`config.mk`:
```
export PLATFORM = sky130hd
export DESIGN_NAME = tick_counter_4bit
export DESIGN_NICKNAME = d
export VERILOG_FILES = /design/src/rtl/tick_counter_pkg.sv /design/src/rtl/tick_counter_rate_divider.sv /design/src/rtl/tick_counter_4bit.sv
export SDC_FILE = /design/constraint.sdc
export NUM_CORES = 1
export LEC_CHECK = 0
export CORE_UTILIZATION = 35
export CTS_BUF_LIST = sky130_fd_sc_hd__clkbuf_16
export DETAILED_ROUTE_END_ITERATION = 6
export PLACE_DENSITY = 0.55
export REMOVE_ABC_BUFFERS = 1
export SETUP_SLACK_MARGIN = 0.3
export SKIP_CTS_REPAIR_TIMING = 1
export SYNTH_ARGS = -nofsm -noshare
export SYNTH_HDL_FRONTEND = slang
export SYNTH_SLANG_ARGS = --single-unit
```
`constraint.sdc`:
```
create_clock -name clock -period 4.8 [get_ports clock]
set_clock_uncertainty 0.15 [all_clocks]
set_input_delay 0.96 -clock clock [delete_from_list [all_inputs] [get_ports clock]]
set_output_delay 0.96 -clock clock [all_outputs]
set_load 0.1 [all_outputs]
```
`src/rtl/tick_counter_pkg.sv`:
```
// rtl/tick_counter_pkg.sv - shared state encoding, value width and count-step helper
package tick_counter_pkg;

    localparam int VALUE_W = 4;
    localparam logic [VALUE_W-1:0] VALUE_MAX = '1;
    localparam logic [VALUE_W-1:0] VALUE_MIN = '0;

    typedef enum logic {
        STOPPED = 1'b0,
        RUNNING = 1'b1
    } state_t;

    typedef struct packed {
        logic [VALUE_W-1:0] value;
        logic               wrap;
    } step_t;

    // One modulo-16 step in the requested direction; wrap flags the boundary crossing.
    function automatic step_t count_step(input logic [VALUE_W-1:0] cur, input logic up);
        step_t s;
        if (up) begin
            s.value = cur + VALUE_W'(1);
            s.wrap  = (cur == VALUE_MAX);
        end else begin
            s.value = cur - VALUE_W'(1);
            s.wrap  = (cur == VALUE_MIN);
        end
        return s;
    endfunction

endpackage

```
`src/rtl/tick_counter_rate_divider.sv`:
```
// rtl/tick_counter_rate_divider.sv - free-running 0..DIV_MAX divider producing tick_en
module rate_divider #(
    parameter int DIV_MAX = 49999999
) (
    input  logic clock,
    input  logic resetn,
    input  logic clear,
    input  logic enable,
    output logic tick_en
);

    localparam int CNT_W = (DIV_MAX > 0) ? $clog2(DIV_MAX + 1) : 1;
    localparam logic [CNT_W-1:0] CNT_MAX = CNT_W'(DIV_MAX);

    logic [CNT_W-1:0] count;

    // Held at zero whenever disabled so every restart begins a full period.
    always_ff @(posedge clock) begin
        if (!resetn || clear || !enable) begin
            count <= '0;
        end else if (count == CNT_MAX) begin
            count <= '0;
        end else begin
            count <= count + CNT_W'(1);
        end
    end

    assign tick_en = enable && (count == CNT_MAX);

endmodule

```
`src/rtl/tick_counter_4bit.sv`:
```
// rtl/tick_counter_4bit.sv - start/stop 4-bit up/down tick counter; TICK_COUNTER_SATURATE_EN selects saturate-and-stop
module tick_counter_4bit
    import tick_counter_pkg::*;
#(
    parameter int DIV_MAX = 49999999
) (
    input  logic               clock,
    input  logic               resetn,
    input  logic               load,
    input  logic [VALUE_W-1:0] load_val,
    input  logic               start,
    input  logic               stop,
    input  logic               up,
    output logic [VALUE_W-1:0] value,
    output logic               tick,
    output logic               wrap,
    output logic               running
);

    state_t             state;
    state_t             state_nxt;
    logic [VALUE_W-1:0] value_nxt;
    logic               tick_nxt;
    logic               wrap_nxt;
    logic               tick_en;
    step_t              step;

    rate_divider #(
        .DIV_MAX (DIV_MAX)
    ) u_rate_divider (
        .clock   (clock),
        .resetn  (resetn),
        .clear   (load),
        .enable  (state == RUNNING),
        .tick_en (tick_en)
    );

    always_ff @(posedge clock) begin
        if (!resetn) begin
            state <= STOPPED;
        end else begin
            state <= state_nxt;
        end
    end

    // Load owns the cycle: it swallows start/stop and any coincident tick.
    always_comb begin
        state_nxt = state;
        value_nxt = value;
        tick_nxt  = 1'b0;
        wrap_nxt  = 1'b0;
        step      = count_step(value, up);
        if (load) begin
            value_nxt = load_val;
        end else begin
            if (stop) begin
                state_nxt = STOPPED;
            end else if (start) begin
                state_nxt = RUNNING;
            end
            if (tick_en) begin
`ifdef TICK_COUNTER_SATURATE_EN
                if (step.wrap) begin
                    state_nxt = STOPPED;
                end else begin
                    value_nxt = step.value;
                    tick_nxt  = 1'b1;
                end
`else
                value_nxt = step.value;
                tick_nxt  = 1'b1;
                wrap_nxt  = step.wrap;
`endif
            end
        end
    end

    always_ff @(posedge clock) begin
        if (!resetn) begin
            value   <= '0;
            tick    <= 1'b0;
            wrap    <= 1'b0;
            running <= 1'b0;
        end else begin
            value   <= value_nxt;
            tick    <= tick_nxt;
            wrap    <= wrap_nxt;
            running <= (state_nxt == RUNNING);
        end
    end

endmodule

```
==> impl_metrics.env, run 1 <==
export IMPL_die_height_um=70.1
export IMPL_cts_sinks=33
export IMPL_final_cells=257
export IMPL_fill_cells=447
export IMPL_grt_pass1_vias=1275
export IMPL_antenna_found_initial=0
export IMPL_clock_latency_ns=0.27
export IMPL_p_leak_uw=0.000619
export IMPL_hold_class="reg2reg"
export IMPL_synthMuxAreaShare_pct=1.23
export IMPL_postSynthCellCount=188
export IMPL_drt_iter0_drc=76
export IMPL_setup_viol=0
export IMPL_cp_slowest_stage_delay_ns=1.19
export IMPL_fmax_ghz=0.330
export IMPL_max_cap_viol_count=0
export IMPL_highest_layer="met4"
export IMPL_path_delay_family="buffers and inverters"
export IMPL_seqPwrFrac_pct=44.7
export IMPL_drc_errors=0
export IMPL_cts_tree="yes"
export IMPL_ios=17
export IMPL_die_w_um=70.1
export IMPL_final_util_pct=44.0
export IMPL_clkTransAtPathRegs_ns=0.05
export IMPL_internal_power_uw=483
export IMPL_synth_xor_area_share_pct=12.9
export IMPL_p_clk_share_pct=47.4
export IMPL_areaGrowthSynthToFinish_pct=19.6
export IMPL_diodes=0
export IMPL_ys_seq_area_share_pct=40.7
export IMPL_p_comb_share_pct=7.9
export IMPL_worstPathRequired_ns=3.69
export IMPL_hpwl_um=2320
export IMPL_final_hold_viol_count=0
export IMPL_finalCritPeriodShare_pct=63.1
export IMPL_yosysWarnings=0
export IMPL_holdWs_ns=0.331
export IMPL_grt_pass1_wl_um=5960
export IMPL_wl_met2_um=1540
export IMPL_rsz0062_at_grt="no"
export IMPL_wl_per_cell_um=12.9
export IMPL_slew_headroom_pct=35.1
export IMPL_viasPerCell=5.14
export IMPL_ant_nets=0
export IMPL_yosysUniqueCellTypes=37
export IMPL_dieArea_mm2=0.00492
export IMPL_final_net_count=218
export IMPL_cp_num_buf_inv=1
export IMPL_cts_buffers=5
export IMPL_crit_chain="clkdlybuf4s50_1"
export IMPL_wirelength_met1_um=1640
export IMPL_critPathLaunchType="flip-flop"
export IMPL_min_period_ns=3.03
export IMPL_tightest_slew_ns=0.970
export IMPL_vias=1322
export IMPL_start_util_pct=36.8
export IMPL_grt_overflow=0
export IMPL_cp_slowest_cell="clkdlybuf4s50_1"
export IMPL_wl_met3_um=85
export IMPL_synth_seq_cells=33
export IMPL_dp_cells=249
export IMPL_crit_arrival_ns=1.92
export IMPL_gp_congestion=0.760
export IMPL_setup_slack_ns=1.77
export IMPL_core_area_mm2=0.00441
export IMPL_cts_htree_levels=2
export IMPL_p_sw_share_pct=23.4
export IMPL_grt_max_degree=25
export IMPL_synth_adder_area_share_pct=3.54
export IMPL_vdd_drop_max_mv=0.123
export IMPL_num_rows=24
export IMPL_firstDrtPassIters=4
export IMPL_dp_slack_ns=1.83
export IMPL_synth_simple_area_share_pct=31.7
export IMPL_critPathKind="reg2out"
export IMPL_netlist_area_mm2=0.00162
export IMPL_finalMaxSlewViolations=0
export IMPL_synth_avg_cell_area_um2=8.64
export IMPL_port_buffers=16
export IMPL_cts_root_buf="clkbuf_16"
export IMPL_synth_compound_area_share_pct=6.16
export IMPL_critPathMaxFanout=6
export IMPL_fin_tns_setup_ns=0
export IMPL_routed_wirelength_um=3320
export IMPL_status="finished, final reports clean"
export IMPL_cp_end_kind="output port"
export IMPL_clockBufferDepth=2
export IMPL_p_sw_uw=148
export IMPL_synth_top_family_by_area="simple AND/OR/NAND/NOR gates"
export IMPL_grt_usage_pct=15.3
export IMPL_power_density_mw_per_mm2=325
export IMPL_drive_above_1_share_pct=5.37
==> final timing paths <==
path / start / to / slack (ns) / cells past startpoint
setup / recovery: value[0] / value[0] / 1.77 / 1
hold / removal: u_rate_divider.count[0] / u_rate_divider.count[0] / 0.33 / 1
setup reg to reg: u_rate_divider.count[0] / u_rate_divider.count[21] / 2.43 / 6
hold reg to reg: u_rate_divider.count[0] / u_rate_divider.count[0] / 0.33 / 1
==> cell type report <==
type                       count  area [um2]  share of cell area [%]
clock buffer                   5         125                    6.44
clock inverter                 3        12.5                   0.644
inverter                       4        15.0                   0.773
multi-input combinational    144         903                    46.5
sequential                    33         661                    34.0
tap                           52        65.1                    3.35
timing repair buffer          16         160                    8.25
==> worst register-to-register path, stage by stage, from the launching register on <==
cell	delay [ns]
dfxtp_1	0.40
ha_1	0.27
nand2_1	0.11
nor2_1	0.21
nand4_1	0.23
nand2_1	0.69
nor2_1	0.15
==> power groups by stage <==
| stage | Combinational (uW) | Clock [uW] | Sequential (uW) |
|---|---|---|---|
| after floorplan | 14.1 | 0 | 306 |
| after global placement | 49.7 | 0 | 287 |
| after detailed placement | 50.2 | 0 | 288 |
| after CTS | 50.3 | 306 | 282 |
| after global routing | 54.7 | 320 | 282 |
| final | 50.0 | 298 | 282 |
==> Yosys cell counts <==
master | number | area share (%)
nand4bb_1 | 1 | 0.69
and4_1 | 1 | 0.54
inv_1 | 4 | 0.92
or4_1 | 2 | 0.92
or2_1 | 1 | 0.39
nand2_1 | 10 | 2.3
and3_1 | 5 | 1.9
ha_1 | 3 | 2.3
and2_1 | 1 | 0.39
xor2_1 | 11 | 5.9
nor3b_1 | 2 | 0.92
nor4_2 | 2 | 1.5
and4_4 | 1 | 0.69
nand3_2 | 1 | 0.62
dfxtp_1 | 33 | 41
o21a_1 | 1 | 0.46
a21o_1 | 1 | 0.46
fa_1 | 1 | 1.2
nand3_1 | 15 | 4.6
nor3_1 | 6 | 1.8
clkbuf_1 | 1 | 0.23
nor2_1 | 35 | 8.1
nor4b_1 | 2 | 1.1
nor4_1 | 1 | 0.39
buf_4 | 2 | 0.92
buf_6 | 1 | 0.69
a211oi_1 | 1 | 0.46
mux2i_1 | 2 | 1.2
clkbuf_2 | 1 | 0.31
buf_2 | 2 | 0.62
o31ai_1 | 3 | 1.4
xnor2_1 | 13 | 7.0
nor4b_2 | 1 | 0.92
nand2b_1 | 1 | 0.39
o21ai_0 | 4 | 1.2
nand4_1 | 9 | 3.5
a21oi_1 | 7 | 2.2
==> layer usage <==
layer / GRT usage [%] / vias up
met3: 4.76 / 6
met5: 0 / -
met2: 23.4 / 13
met1: 20.1 / 619
li1: - / 684
met4: 6.00 / 0
==> placed cells by master (no fill, tap or decap), drive strengths merged, types with 3 or more instances in the layout <==
| cell | netlist | routed |
|---|---|---|
| clkinv | 0 | 3 |
| nor4 | 3 | 3 |
| nor3 | 6 | 6 |
| dfxtp | 33 | 33 |
| xor2 | 11 | 11 |
| o21ai | 4 | 4 |
| nand2 | 10 | 10 |
| nor2 | 35 | 35 |
| inv | 4 | 4 |
| clkdlybuf4s50 | 0 | 16 |
| o31ai | 3 | 3 |
| and3 | 5 | 5 |
| xnor2 | 13 | 13 |
| a21oi | 7 | 7 |
| nand3 | 16 | 16 |
| nor4b | 3 | 3 |
| nand4 | 9 | 9 |
| clkbuf | 2 | 5 |
| ha | 3 | 3 |
==> flip-flops by register name, indices dropped and copies added (netlist names) <==
register / count
running: 1
tick: 1
u_rate_divider.count: 26
value: 4
wrap: 1
==> logic make-up (layout without fill, tap and decap cells) <==
family                   Yosys count  count (layout)
multiplexers                       2               2
AND/OR/NAND/NOR                   97              97
AO/OA/AOI/OAI                     17              17
adder cells (fa/ha/maj)            4               4
XOR/XNOR                          24              24
flip-flops                        33              33
buffers and inverters             11              28
==> per-stage QoR <==
step                      total power [uW]  cell area [um2]
after floorplan                        320             1580
after global placement                 337             1800
after detailed placement               338             1800
after CTS                              638             1940
after global routing                   657             1940
final                                  630             1940
Power figures use the tool's default switching activity.
==> run 2, diff against run 1 <==
==> constraint.sdc (replaced) <==
create_clock -name clock -period 3.1 [get_ports clock]
set_clock_uncertainty 0.15 [all_clocks]
set_input_delay 0.62 -clock clock [delete_from_list [all_inputs] [get_ports clock]]
set_output_delay 0.62 -clock clock [all_outputs]
set_load 0.1 [all_outputs]
==> impl_metrics.env, run 2 (same netlist as run 1, synthesis figures left out) <==
export IMPL_status="finished, final reports clean"
export IMPL_port_buffers=16
export IMPL_crit_chain="ha_1 -> nand2_1 -> nor4_2 -> nand3_1 -> and3_1 -> o21a_1"
export IMPL_cts_htree_levels=2
export IMPL_cts_tree="yes"
export IMPL_vdd_drop_max_mv=0.289
export IMPL_p_clk_share_pct=48.1
export IMPL_start_util_pct=36.8
export IMPL_final_net_count=220
export IMPL_grt_overflow=0
export IMPL_grt_max_degree=15
export IMPL_finalCritPeriodShare_pct=74.1
export IMPL_wl_per_cell_um=13.0
export IMPL_diodes=0
export IMPL_cp_end_kind="flip-flop"
export IMPL_cp_num_buf_inv=0
export IMPL_seqPwrFrac_pct=44.1
export IMPL_grt_pass1_wl_um=5840
export IMPL_drc_errors=0
export IMPL_largestRegisters="u_rate_divider.count x26, value x4"
export IMPL_tightest_slew_ns=0.725
export IMPL_largest_register_ffs=26
export IMPL_die_w_um=70.1
export IMPL_p_comb_share_pct=7.8
export IMPL_finalMaxSlewViolations=0
export IMPL_cp_slowest_cell="nor4_2"
export IMPL_die_height_um=70.1
export IMPL_critPathLaunchType="flip-flop"
export IMPL_fmax_ghz=0.435
export IMPL_dp_cells=251
export IMPL_min_period_ns=2.30
export IMPL_routed_wirelength_um=3370
export IMPL_worstPathRequired_ns=3.12
export IMPL_clockBufferDepth=2
export IMPL_firstDrtPassIters=4
export IMPL_internal_power_uw=750
export IMPL_areaGrowthSynthToFinish_pct=19.7
export IMPL_cts_root_buf="clkbuf_16"
export IMPL_rsz0062_at_grt="no"
export IMPL_final_hold_viol_count=0
export IMPL_clkTransAtPathRegs_ns=0.05
export IMPL_num_rows=24
export IMPL_holdWs_ns=0.327
export IMPL_cts_sinks=33
export IMPL_final_cells=259
export IMPL_vias=1359
export IMPL_drt_iter0_drc=56
export IMPL_p_sw_uw=238
export IMPL_max_cap_viol_count=0
export IMPL_ant_nets=0
export IMPL_cp_slowest_stage_delay_ns=0.66
export IMPL_dieArea_mm2=0.00492
export IMPL_critPathMaxFanout=7
export IMPL_top_register="u_rate_divider.count"
export IMPL_viasPerCell=5.25
export IMPL_hold_class="reg2reg"
export IMPL_critPathKind="reg2reg"
export IMPL_setup_viol=0
export IMPL_p_sw_share_pct=24.1
export IMPL_most_common_layout_cells="nor2_1 (35), dfxtp_1 (33), nand3_1 (15), xnor2_1 (13), xor2_1 (11)"
export IMPL_grt_usage_pct=15.0
export IMPL_ios=17
export IMPL_clock_latency_ns=0.28
export IMPL_p_leak_uw=0.000640
export IMPL_cts_buffers=5
export IMPL_path_delay_family="simple AND/OR/NAND/NOR gates"
export IMPL_dp_slack_ns=0.505
export IMPL_power_density_mw_per_mm2=508
export IMPL_crit_arrival_ns=2.32
export IMPL_slew_headroom_pct=51.3
export IMPL_gp_congestion=0.772
export IMPL_hpwl_um=2410
export IMPL_final_common_cell="nor2_1"
export IMPL_core_area_mm2=0.00441
export IMPL_grt_pass1_vias=1349
export IMPL_setup_slack_ns=0.803
export IMPL_antenna_found_initial=0
export IMPL_drive_above_1_share_pct=10.6
export IMPL_fin_tns_setup_ns=0
-- run 2: changes by cell type in the layout (fill, tap and decap cells not counted), sizes merged --
| cell | change |
|---|---|
| buf | +9 |
| clkdlybuf4s50 | -7 |
| clkinv | -1 |
| clkinvlp | +1 |
-- run 2: final timing paths --
check / to / slack, ns / from / cells after the start
worst max-delay path: u_rate_divider.count[20] / 0.80 / u_rate_divider.count[0] / 6
worst min-delay path: u_rate_divider.count[0] / 0.33 / u_rate_divider.count[0] / 1
worst max register to register: u_rate_divider.count[20] / 0.80 / u_rate_divider.count[0] / 6
worst min register to register: u_rate_divider.count[0] / 0.33 / u_rate_divider.count[0] / 1
-- run 2: area by class of cell --
class                      count  area, um2
clock buffer                   5        125
clock inverter                 3       17.5
fill                         444       2470
inverter                       4       15.0
multi-input combinational    144        903
sequential                    33        661
tap                           52       65.1
timing repair buffer          18        158
-- run 2: power by group through the flow --
| stage | clock (uW) | combinational (uW) | sequential [uW] |
|---|---|---|---|
| after floorplan | 0 | 21.8 | 474 |
| after global placement | 0 | 75.8 | 445 |
| after detailed placement | 0 | 77.1 | 445 |
| after CTS | 492 | 77.2 | 436 |
| after global routing | 507 | 81.5 | 437 |
| final | 475 | 76.7 | 436 |
-- run 2: worst reg2reg max path, stage by stage, from the launching register on --
cell and delay, ns:
dfxtp_1 0.39, ha_1 0.26, nand2_1 0.11, nor4_2 0.66, nand3_1 0.21, and3_1 0.23
o21a_1 0.17
-- run 2: routing by layer --
| metal | wire length, um | GRT usage, % |
|---|---|---|
| met4 | 52 | 8.22 |
| met1 | 1660 | 18.5 |
| met2 | 1570 | 23.8 |
| met5 | 0 | 0 |
| met3 | 97 | 4.04 |
-- run 2: through the flow --
stage          util [%]  power (uW)  cell area, um2
2_1_floorplan         -         496            1580
3_3_place_gp       40.8         520            1800
3_5_place_dp       40.8         522            1800
4_1_cts            44.0        1010            1940
5_1_grt            44.0        1030            1940
6_report           44.0         988            1940
==> run 3, diff against run 2 <==
--- a/config.mk
+++ b/config.mk
@@ -8,7 +8,7 @@
 export CORE_UTILIZATION = 35
 export CTS_BUF_LIST = sky130_fd_sc_hd__clkbuf_16
 export DETAILED_ROUTE_END_ITERATION = 6
-export PLACE_DENSITY = 0.55
+export PLACE_DENSITY = 0.57
 export REMOVE_ABC_BUFFERS = 1
 export SETUP_SLACK_MARGIN = 0.3
 export SKIP_CTS_REPAIR_TIMING = 1
==> constraint.sdc (replaced) <==
create_clock -name clock -period 1.9 [get_ports clock]
set_clock_uncertainty 0.15 [all_clocks]
set_input_delay 0.38 -clock clock [delete_from_list [all_inputs] [get_ports clock]]
set_output_delay 0.38 -clock clock [all_outputs]
set_load 0.1 [all_outputs]
==> impl_metrics.env, run 3 (same netlist as run 1, synthesis figures left out) <==
export IMPL_setup_viol=0
export IMPL_clkTransAtPathRegs_ns=0.05
export IMPL_dp_slack_ns=-0.358
export IMPL_r2r_end="u_rate_divider.count[25]"
export IMPL_die_height_um=70.1
export IMPL_setup_slack_ns=0.103
export IMPL_cp_end_kind="flip-flop"
export IMPL_wl_per_cell_um=13.8
export IMPL_final_cells=292
export IMPL_num_rows=24
export IMPL_fmax_ghz=0.557
export IMPL_final_hold_viol_count=0
export IMPL_largestRegisters="u_rate_divider.count x26, value x4"
export IMPL_largest_register_ffs=26
export IMPL_grt_usage_pct=14.6
export IMPL_grt_max_degree=20
export IMPL_finalMaxSlewViolations=0
export IMPL_final_net_count=254
export IMPL_routed_wirelength_um=4040
export IMPL_antenna_found_initial=0
export IMPL_place_area_mm2=0.00207
export IMPL_cts_htree_levels=2
export IMPL_grt_pass1_vias=1271
export IMPL_port_buffers=16
export IMPL_vdd_drop_max_mv=0.367
export IMPL_top_register="u_rate_divider.count"
export IMPL_critPathKind="reg2reg"
export IMPL_hpwl_um=2450
export IMPL_vias=1520
export IMPL_start_util_pct=36.8
export IMPL_p_leak_uw=0.000962
export IMPL_status="finished, final reports clean"
export IMPL_gp_congestion=0.786
export IMPL_grt_overflow=0
export IMPL_fill_cells=334
export IMPL_tightest_slew_ns=0.366
export IMPL_clock_latency_ns=0.28
export IMPL_final_util_pct=61.9
export IMPL_finalInstanceArea_mm2=0.00273
export IMPL_core_area_mm2=0.00441
export IMPL_ios=17
export IMPL_diodes=0
export IMPL_max_cap_viol_count=0
export IMPL_die_w_um=70.1
export IMPL_firstDrtPassIters=4
export IMPL_cts_root_buf="clkbuf_16"
export IMPL_min_period_ns=1.80
export IMPL_worst_r2r_cell_count=5
export IMPL_dieArea_mm2=0.00492
export IMPL_final_common_cell="buf_4"
export IMPL_critPathMaxFanout=5
export IMPL_drive_above_1_share_pct=49.2
export IMPL_drt_iter0_drc=58
export IMPL_slew_headroom_pct=75.6
export IMPL_cts_sinks=33
export IMPL_drc_errors=0
export IMPL_crit_end="u_rate_divider.count[25]"
export IMPL_hold_class="reg2reg"
export IMPL_critPathLaunchType="flip-flop"
export IMPL_cts_buffers=5
export IMPL_rrSetupSlack_ns=0.10
export IMPL_power_density_mw_per_mm2=653
export IMPL_areaGrowthSynthToFinish_pct=68.2
export IMPL_ant_nets=0
export IMPL_worstPathRequired_ns=1.97
export IMPL_finalCritPeriodShare_pct=94.6
export IMPL_holdWs_ns=0.363
export IMPL_crit_arrival_ns=1.86
export IMPL_setup_worst_path_start="u_rate_divider.count[18]"
export IMPL_cts_tree="yes"
export IMPL_most_common_layout_cells="buf_4 (27), dfxtp_1 (17), nor2_1 (16)"
export IMPL_dp_cells=273
export IMPL_clockBufferDepth=2
export IMPL_viasPerCell=5.21
export IMPL_grt_pass1_wl_um=5610
export IMPL_rsz0062_at_grt="yes"
export IMPL_r2r_start="u_rate_divider.count[18]"
## run 3: critical path, stage by stage, from the launching register on
cell and delay (ns):
dfxtp_2 0.38, nand4_1 0.21, nor3_2 0.25, nand3_1 0.16
or4_1 0.45, a21oi_2 0.14
## run 3: power by group
group          internal [uW]  switching (uW)  total (uW)
sequential               696            13.9         709
clock                    608             290         898
combinational           82.4            94.6         177
total                   1390             398        1780
## run 3: final cells by class
| type | instances | area [um2] | area share, % |
|---|---|---|---|
| timing repair buffer | 52 | 582 | 21.3 |
| tap | 52 | 65.1 | 2.38 |
| multi-input combinational | 144 | 1220 | 44.7 |
| clock inverter | 2 | 35.0 | 1.28 |
| clock buffer | 5 | 125 | 4.58 |
| sequential | 33 | 688 | 25.2 |
| inverter | 4 | 15.0 | 0.550 |
## run 3: per-stage QoR
| stage | TNS (ns) | total power, uW |
|---|---|---|
| 6_report | 0 | 1780 |
| 2_1_floorplan | -3.28 | 809 |
| 3_5_place_dp | -0.744 | 888 |
| 3_3_place_gp | -0.580 | 887 |
| 5_1_grt | 0 | 1840 |
| 4_1_cts | -0.105 | 1790 |
## run 3: worst min-delay path by stage
| stage | to | cells after the start | start |
|---|---|---|---|
| after global routing | u_rate_divider.count[23] | 2 | u_rate_divider.count[23] |
| final | u_rate_divider.count[23] | 2 | u_rate_divider.count[23] |
| after CTS | u_rate_divider.count[25] | 2 | u_rate_divider.count[25] |
| after global placement | u_rate_divider.count[25] | 2 | u_rate_divider.count[25] |
| after floorplan | u_rate_divider.count[0] | 1 | u_rate_divider.count[0] |
| after detailed placement | u_rate_divider.count[25] | 2 | u_rate_divider.count[25] |
## run 3: layer usage
| metal | share of wire (%) | track usage, % |
|---|---|---|
| met5 | 0 | 0 |
| met4 | 2.1 | 6.22 |
| met3 | 3.4 | 4.33 |
| met2 | 46 | 21.8 |
| met1 | 48 | 19.6 |
